`src/rtl/fp9_pkg.sv`:
```
// Shared definitions for the lab's 9-bit floating-point format:
// {sign, exp[3:0], frac[3:0]}, value = (-1)^s * 1.f * 2^(e-1), e = 0 reserved for zero.
package fp9_pkg;

   localparam int FP_W   = 9;
   localparam int EXP_W  = 4;
   localparam int FRAC_W = 4;
   localparam int INT_W  = 16;

   localparam logic [EXP_W-1:0] EXP_MAX = 4'hF;

   typedef struct packed {
      logic              s;
      logic [EXP_W-1:0]  e;
      logic [FRAC_W-1:0] f;
   } fp9_t;

   localparam fp9_t FP9_ZERO = '0;

   typedef enum logic [1:0] {
      IDLE = 2'd0,
      CONV = 2'd1,
      DONE = 2'd2
   } state_e;

endpackage : fp9_pkg

```
`src/rtl/abs16.sv`:
```
// Combinational two's-complement magnitude. -32768 maps to 16'h8000, which the
// converter then reports as overflow.
module abs16 (
   input  logic [15:0] data_i,
   output logic [15:0] mag_o
);

   assign mag_o = data_i[15] ? (~data_i + 16'd1) : data_i;

endmodule : abs16

```
`src/rtl/int_to_fp9.sv`:
```
// Sequential 16-bit signed integer to fp9 converter with valid/ready handshake.
// Normalisation shifts the magnitude left one bit per cycle until bit 14 is set.
module int_to_fp9
   import fp9_pkg::*;
(
   input  logic                clk,
   input  logic                rst_n,
   input  logic                in_valid,
   output logic                in_ready,
   input  logic [INT_W-1:0]    in_data,
   output logic                out_valid,
   input  logic                out_ready,
   output logic [FP_W-1:0]     out_result,
   output logic                out_ov,
   output logic                out_z,
   output logic                out_inexact
);

   state_e             state_q, state_d;
   logic               sign_q, sign_d;
   logic [INT_W-1:0]   mag_q, mag_d;
   logic [EXP_W-1:0]   exp_q, exp_d;
   fp9_t               result_q, result_d;
   logic               ov_q, ov_d;
   logic               z_q, z_d;
   logic               inexact_q, inexact_d;
   logic               out_valid_q, out_valid_d;
   logic [INT_W-1:0]   abs_mag;
   logic               handshake;

   abs16 u_abs16 (
      .data_i (in_data),
      .mag_o  (abs_mag)
   );

   assign handshake = out_valid_q && out_ready;

   always_comb begin
      // NOTE: every variable gets its hold value first so no path leaves it unassigned (no latches).
      state_d   = state_q;
      sign_d    = sign_q;
      mag_d     = mag_q;
      exp_d     = exp_q;
      result_d  = result_q;
      ov_d      = ov_q;
      z_d       = z_q;
      inexact_d = inexact_q;

      unique case (state_q)
         IDLE: begin
            if (in_valid) begin
               sign_d    = in_data[INT_W-1];
               mag_d     = abs_mag;
               exp_d     = EXP_MAX;
               result_d  = FP9_ZERO;
               ov_d      = 1'b0;
               z_d       = 1'b0;
               inexact_d = 1'b0;
               state_d   = CONV;
            end
         end

         CONV: begin
            if (mag_q[15]) begin
               result_d = '{s: sign_q, e: EXP_MAX, f: 4'hF};
               ov_d     = 1'b1;
               state_d  = DONE;
            end else if (mag_q == '0) begin
               result_d = FP9_ZERO;
               z_d      = 1'b1;
               state_d  = DONE;
            end else if (mag_q[14]) begin
               // Bit 14 is the hidden one; bits 13:10 become the fraction, the rest is truncated.
               result_d  = '{s: sign_q, e: exp_q, f: mag_q[13:10]};
               inexact_d = |mag_q[9:0];
               state_d   = DONE;
            end else begin
               mag_d = mag_q << 1;
               exp_d = exp_q - 4'd1;
            end
         end

         DONE: begin
            if (handshake) begin
               state_d = IDLE;
            end
         end

         default: state_d = IDLE;
      endcase
   end

   // out_valid is a registered copy of DONE, so it rises one cycle after the result is latched.
   assign out_valid_d = (state_q == DONE) && !handshake;

   always_ff @(posedge clk) begin
      // NOTE: sequential state uses non-blocking assignments so all registers update together.
      if (!rst_n) begin
         state_q     <= IDLE;
         sign_q      <= 1'b0;
         mag_q       <= '0;
         exp_q       <= '0;
         result_q    <= FP9_ZERO;
         ov_q        <= 1'b0;
         z_q         <= 1'b0;
         inexact_q   <= 1'b0;
         out_valid_q <= 1'b0;
      end else begin
         state_q     <= state_d;
         sign_q      <= sign_d;
         mag_q       <= mag_d;
         exp_q       <= exp_d;
         result_q    <= result_d;
         ov_q        <= ov_d;
         z_q         <= z_d;
         inexact_q   <= inexact_d;
         out_valid_q <= out_valid_d;
      end
   end

   assign in_ready    = (state_q == IDLE);
   assign out_valid   = out_valid_q;
   assign out_result  = result_q;
   assign out_ov      = ov_q;
   assign out_z       = z_q;
   assign out_inexact = inexact_q;

endmodule : int_to_fp9

```
`config.mk`:
```
export PLATFORM = sky130hd
export DESIGN_NAME = int_to_fp9
export DESIGN_NICKNAME = d
export VERILOG_FILES = /design/src/rtl/fp9_pkg.sv /design/src/rtl/abs16.sv /design/src/rtl/int_to_fp9.sv
export SDC_FILE = /design/constraint.sdc
export NUM_CORES = 1
export LEC_CHECK = 0
export CAP_MARGIN = 25
export CORE_UTILIZATION = 57
export DETAILED_ROUTE_END_ITERATION = 16
export HOLD_SLACK_MARGIN = 0.02
export PLACE_DENSITY = 0.85
export REMOVE_ABC_BUFFERS = 1
export SYNTH_ARGS = -nofsm -noshare
export SYNTH_HDL_FRONTEND = slang
export SYNTH_HIERARCHICAL = 1
export SYNTH_SLANG_ARGS = --single-unit
export TNS_END_PERCENT = 1
```
`constraint.sdc`:
```
create_clock -name clk -period 5.6 [get_ports clk]
set_input_delay 1.12 -clock clk [delete_from_list [all_inputs] [get_ports clk]]
set_output_delay 1.12 -clock clk [all_outputs]
set_load 0.02 [all_outputs]
```
Word-level counts from Yosys, hierarchy flattened
Cells that the tools add are included. W data, S select, Z words.

Reductions and logical operators: 16. Div/mod/pow operators: 0. Equal/unequal tests: 11. Mux-type cells: 32. $mul: 0. Shift-type cells: 0. Bitwise logic cells: 1. $lt $le $gt $ge: 0. $add $sub $neg: 2.

Operators with widths (count): $mux W16 (3); $mux W9 (4); $pmux W16 S2 (1); $mux W15 (2); $pmux W9 S2 (1); $add A16 B1 Y16 const B (1); $logic_not A16 Y1 (1); $mux W4 (4); $ne A2 B2 Y1 const B (8); $not A16 Y16 (1); $mux W2 (5); $reduce_and A5 Y1 (2); $reduce_or A10 Y1 (1); $reduce_and A3 Y1 (3); $pmux W4 S2 (1); $reduce_and A4 Y1 (2); $mux W1 (7); $pmux W1 S2 (3); $pmux W2 S3 (1); $ne A4 B4 Y1 const B (1); $reduce_and A2 Y1 (2); $sub A4 B1 Y4 const B (1); $eq A2 B1 Y1 const B (1); $eq A2 B2 Y1 const B (1); 4 further kinds (5).

Memories kept: 0. ROM bits: 0. RAM bits: 0. Output and inout bits: 14. Flip-flop bits (word level): 36. Input bits: 20. Latch bits: 0.

Longest topological paths before layout
Depth after elaboration: 5. Gate-level depth with buffers: 9. Depth with buffers taken out: 8.

Hierarchy
Netlist, hierarchy kept.

Modules (own cells, without submodules): int_to_fp9 (area an instance 1629.1 sq um, instances 1, seq. area each 720.7 sq um, cells an instance 175); abs16 (area an instance 365.4 sq um, instances 1, seq. area each 0.0 sq um, cells an instance 48).

Least setup slack after synthesis
OpenSTA, ideal clock, no wires.

Kind: input to register. Start point: input port in_data[1]. End point: register mag_q[8]. Data arrival time: 2.610 ns. Path buffers: 1. Path slack: 2.874 ns. Stages: 9. Cell sequence: inv_1 > ha_1 > or3b_1 > clkbuf_1 > o41ai_1 > xnor2_1 > a22oi_1 > o21ai_0 > o211a_1.

Word-level cells in the longest chain between the ends: 5.

RTL lines: start, declared (line int_to_fp9.sv:10) `input logic [INT_W-1:0] in_data,`; $not A16 Y16 (line abs16.sv:8) `assign mag_o = data_i[15] ? (~data_i + 16'd1) : data_i;`; $add A16 B1 Y16 (line abs16.sv:8); $mux W16 (line abs16.sv:8); named net abs_mag[8] (line int_to_fp9.sv:28) `logic [INT_W-1:0] abs_mag;`; $mux W16 (line int_to_fp9.sv:51) `if (in_valid) begin`; $pmux W16 S2 (line int_to_fp9.sv:49) `unique case (state_q)`; end signal, assigned (line int_to_fp9.sv:111) `mag_q <= mag_d;`; end, declared (line int_to_fp9.sv:21) `logic [INT_W-1:0] mag_q, mag_d;`.

The timed path passes the listed nets, and every way through them passes these cells. The select of a mux whose other input is x is not followed. A chain may end at the register's enable or synchronous reset.

Final worst setup path
Start point: input port in_data[6]. End point: register mag_q[13].

The elaborated chain is that of the path after synthesis.

==> results.md <==
| Metric | Reported | Unit |
|---|---|---|
| Result of the run | finished clean | - |
| Post-synth ARST share | 0 | % |
| Worst endpoint required time | 5840 | ps |
| Final critical-path required period | 3100 | ps |
| Max-cap violations | 0 | - |
| Congestion Overflow GR | 0 | - |
| Slew margin rel. | 30.4 | % |
| Pre-Repair DR Iteration Count | 5 | - |
| Post-CTS Resized | 0 | - |
| First element of the critical path | in_data[6] | - |
| Critical path launch point type | input port | - |
| Endpoints failing setup | 0 | - |
| WHS Path Cells | 2 | - |
| Final HPWL DP | 3260 | µm |
| Net count, final | 267 | - |
| Max VDD drop | 0.000397 | V |
| Root buf cell | sky130_fd_sc_hd__clkbuf_4 | - |
| Post-synthesis cell type with the largest combined area | sky130_fd_sc_hd__dfxtp_1 | - |
| Number of buffers added on ports | 33 | - |
| Part of the Yosys area used for sequential elements | 36.1 | % |
| Category of the worst setup path capture point | flip-flop | - |
| Final Skew | 16.9 | ps |
| Number of flops mapped to enable cells by yosys | 0 | - |
| Total placed instance area | 2310 | µm² |
| Width of the chip | 61.2 | µm |
| Clock Sink Count | 36 | - |
| Number of vias in the routed layout | 1849 | - |
| Number of buffers added by the clock tree synthesis step | 5 | - |
| Average instance area after synthesis | 8.94 | µm² |
| Post-placement worst setup slack | 2160 | ps |
| Number of antenna violations at the first check in global routing | 0 | - |
| Overall die area | 3740 | µm² |
| CTS tree | done | - |
| End-of-flow core utilization | 71.5 | % |
| Post-route clock period utilization | 55.4 | % |
| Arrival time of the worst setup path | 3340 | ps |
| Measured slew at the worst slew-check pin | 1040 | ps |
| Flip-flop cell with the highest count after synthesis | sky130_fd_sc_hd__dfxtp_1 | - |
| Total chip power | 1.15 | mW |
| Path depth of the worst reg2reg path | 4 | - |
| Number of hold buffers added after cts | 0 | - |
| Peak per-stage delay on the critical path | 670 | ps |
| Number of warnings printed during yosys synthesis | 6 | - |
| Maximum fanout along the worst path | 6 | - |
| Post-synthesis instance area | 1990 | µm² |
| Total negative slack for setup checks | 0 | ps |
| Clock transition at the registers of the reported paths | 110 | ps |
| Setup CP Type | in -> reg | - |
| Average wire length per cell after detail routing | 15.8 | µm |
| GRT Overall Usage | 27.3 | % |
| Post-synthesis cell type count | 47 | - |
| Wire length reported by the detailed router | 4610 | µm |
| Post-synthesis cell count | 223 | - |
| RSZ-0062 raised after global routing | false | - |
| Final number of hold-violating endpoints | 0 | - |
| Launch point of the worst hold path | out_result[3] | - |
| Routability cong. | 0.798 | - |
| Die extent in y | 61.2 | µm |
| I/O pin count | 34 | - |
| Area Overhead vs Synth | 19.6 | % |
| Remaining antenna violation count | 0 | - |
| Top area cells in the synthesized netlist | sky130_fd_sc_hd__dfxtp_1 (36%), sky130_fd_sc_hd__o211a_1 (6.5%), sky130_fd_sc_hd__xnor2_1 (5.7%), sky130_fd_sc_hd__a22oi_1 (5.3%), sky130_fd_sc_hd__o21ai_0 (4.8%) | - |
| Clock latency on the worst-skew pair | 340 | ps |
| Detailed-route vias per instance | 6.33 | - |
| Final non-filler cell area | 2380 | µm² |
| Pin count of the biggest net entering global routing | 25 | - |
| Worst reg2reg path startpoint | state_q[0] | - |
| Number of DRC markers after the initial detailed-route iteration | 130 | - |
| Flip-flop and latch count after synthesis | 36 | - |
| Pleak | 0.944 | nW |
| Achievable Freq | 323 | MHz |
| Buffers from clock root to sink, at most | 2 | - |
| Slack of the critical path | 2500 | ps |
| Number of antenna diodes | 0 | - |
| First-pass GRT wire length | 7560 | µm |
| Slowest library cell on the worst path | sky130_fd_sc_hd__or4_1 | - |
| Final max-slew violation count | 0 | - |
| Setup Buffers After CTS | 0 | - |
| Power per cell area | 482 | nW/µm² |
| DRC violations left | 0 | - |
| Worst reg2reg setup slack | 3120 | ps |
| H-tree level count | 2 | - |
| Area share of the largest cell type after synthesis | 36.1 | % |
| Starting Density | 59.8 | % |
| Row count | 21 | - |
| CORE AREA | 3340 | µm² |
| Fraction of final layout cells with drive strength greater than 1 | 9.35 | % |
| Kind of path behind the tightest hold check | reg -> reg | - |
| Vias in the first global route | 1680 | - |
| Cell breakdown of the critical path | clkdlybuf4s50_1 -> or4_1 -> o41ai_2 -> xnor2_1 -> a22oi_1 -> o21ai_0 -> o211a_1 | - |
==> area by class of cell <==
type / count / area [µm²]
multi-input combinational: 161 / 1160
fill: 277 / 952
sequential: 36 / 721
timing repair buffer: 35 / 345
tap: 46 / 57.6
clock buffer: 6 / 41.3
clock inverter: 2 / 35.0
inverter: 6 / 22.5
==> registers in the layout, summed over array words and instances (netlist names) <==
name,flops
sign_q,1
state_q,2
out_ov,1
out_z,1
exp_q,4
out_valid,1
mag_q,16
out_inexact,1
out_result,9
==> cells by family (layout without fill, tap and decap cells) <==
group                      Yosys count  count (layout)  share of synthesized area (%)
DFF                                 36              36                           36.1
and+or+nand+nor                     61              61                           16.8
adders and majority gates            2               2                           1.25
AOI/OAI and AO/OA                   80              80                           32.0
buffers and inverters               26              49                           5.58
xor gates and xnor gates            13              13                           5.71
muxes                                5               5                           2.51
==> path summary, 6_finish.rpt <==
check,to
hold reg to reg,out_result[3]
setup / recovery,mag_q[13]
hold / removal,out_result[3]
setup reg to reg,out_result[4]
==> synthesized netlist by cell type (2+ instances only) <==
master / count
sky130_fd_sc_hd__a211oi_1: 4
sky130_fd_sc_hd__a21oi_1: 5
sky130_fd_sc_hd__a22oi_1: 14
sky130_fd_sc_hd__and4_1: 2
sky130_fd_sc_hd__clkbuf_1: 16
sky130_fd_sc_hd__dfxtp_1: 36
sky130_fd_sc_hd__ha_1: 2
sky130_fd_sc_hd__inv_1: 6
sky130_fd_sc_hd__mux2i_1: 5
sky130_fd_sc_hd__nand2_1: 16
sky130_fd_sc_hd__nand2b_1: 5
sky130_fd_sc_hd__nor2_1: 8
sky130_fd_sc_hd__nor2b_1: 2
sky130_fd_sc_hd__nor3_1: 7
sky130_fd_sc_hd__nor4_1: 4
sky130_fd_sc_hd__o211a_1: 13
sky130_fd_sc_hd__o21ai_0: 19
sky130_fd_sc_hd__o21bai_1: 2
sky130_fd_sc_hd__o221a_2: 4
sky130_fd_sc_hd__o311a_1: 2
sky130_fd_sc_hd__o31ai_1: 4
sky130_fd_sc_hd__o41ai_2: 4
sky130_fd_sc_hd__or2_2: 2
sky130_fd_sc_hd__or3_1: 4
sky130_fd_sc_hd__or4_1: 2
sky130_fd_sc_hd__or4_4: 2
sky130_fd_sc_hd__xnor2_1: 13
==> power by group <==
part	internal [mW]	switching (mW)
sequential	0.350	0.0866
combinational	0.237	0.298
clock	0.0936	0.0845
total	0.681	0.469
==> per-stage QoR <==
stage | instances | hold WS, ps
after global placement | 284 | 442
after CTS | 292 | 465
after detailed placement | 284 | 449
after global routing | 292 | 493
after floorplan | 203 | 437
final | 292 | 462
==> layout by cell type (no fill, tap or decap), types with 4 or more instances in the layout <==
| cell | instances |
|---|---|
| sky130_fd_sc_hd__o41ai_2 | 4 |
| sky130_fd_sc_hd__clkdlybuf4s50_1 | 33 |
| sky130_fd_sc_hd__nand2_1 | 16 |
| sky130_fd_sc_hd__nor3_1 | 7 |
| sky130_fd_sc_hd__o211a_1 | 13 |
| sky130_fd_sc_hd__a22oi_1 | 14 |
| sky130_fd_sc_hd__a21oi_1 | 5 |
| sky130_fd_sc_hd__o21ai_0 | 19 |
| sky130_fd_sc_hd__nor4_1 | 4 |
| sky130_fd_sc_hd__xnor2_1 | 13 |
| sky130_fd_sc_hd__clkbuf_4 | 5 |
| sky130_fd_sc_hd__or3_1 | 4 |
| sky130_fd_sc_hd__a211oi_1 | 4 |
| sky130_fd_sc_hd__nand2b_1 | 5 |
| sky130_fd_sc_hd__inv_1 | 6 |
| sky130_fd_sc_hd__o221a_2 | 4 |
| sky130_fd_sc_hd__mux2i_1 | 5 |
| sky130_fd_sc_hd__dfxtp_1 | 36 |
| sky130_fd_sc_hd__nor2_1 | 8 |
| sky130_fd_sc_hd__o31ai_1 | 4 |
==> critical path: cells and delay by family <==
family	cells	cell delay [ps]
AND/OR/NAND/NOR	1	670
XOR/XNOR	1	140
buffers and inverters	1	490
AO/OA/AOI/OAI	4	920
==> routing by layer <==
metal  up-vias  share of wire [%]  track usage (%)
li1        894                  -                -
met1       876                 44             35.4
met2        67                 49             43.6
met3        12                4.8             6.72
met4         0                2.8             11.4
met5         -                  0                0
No activity file was read; power rests on OpenSTA's default activity.
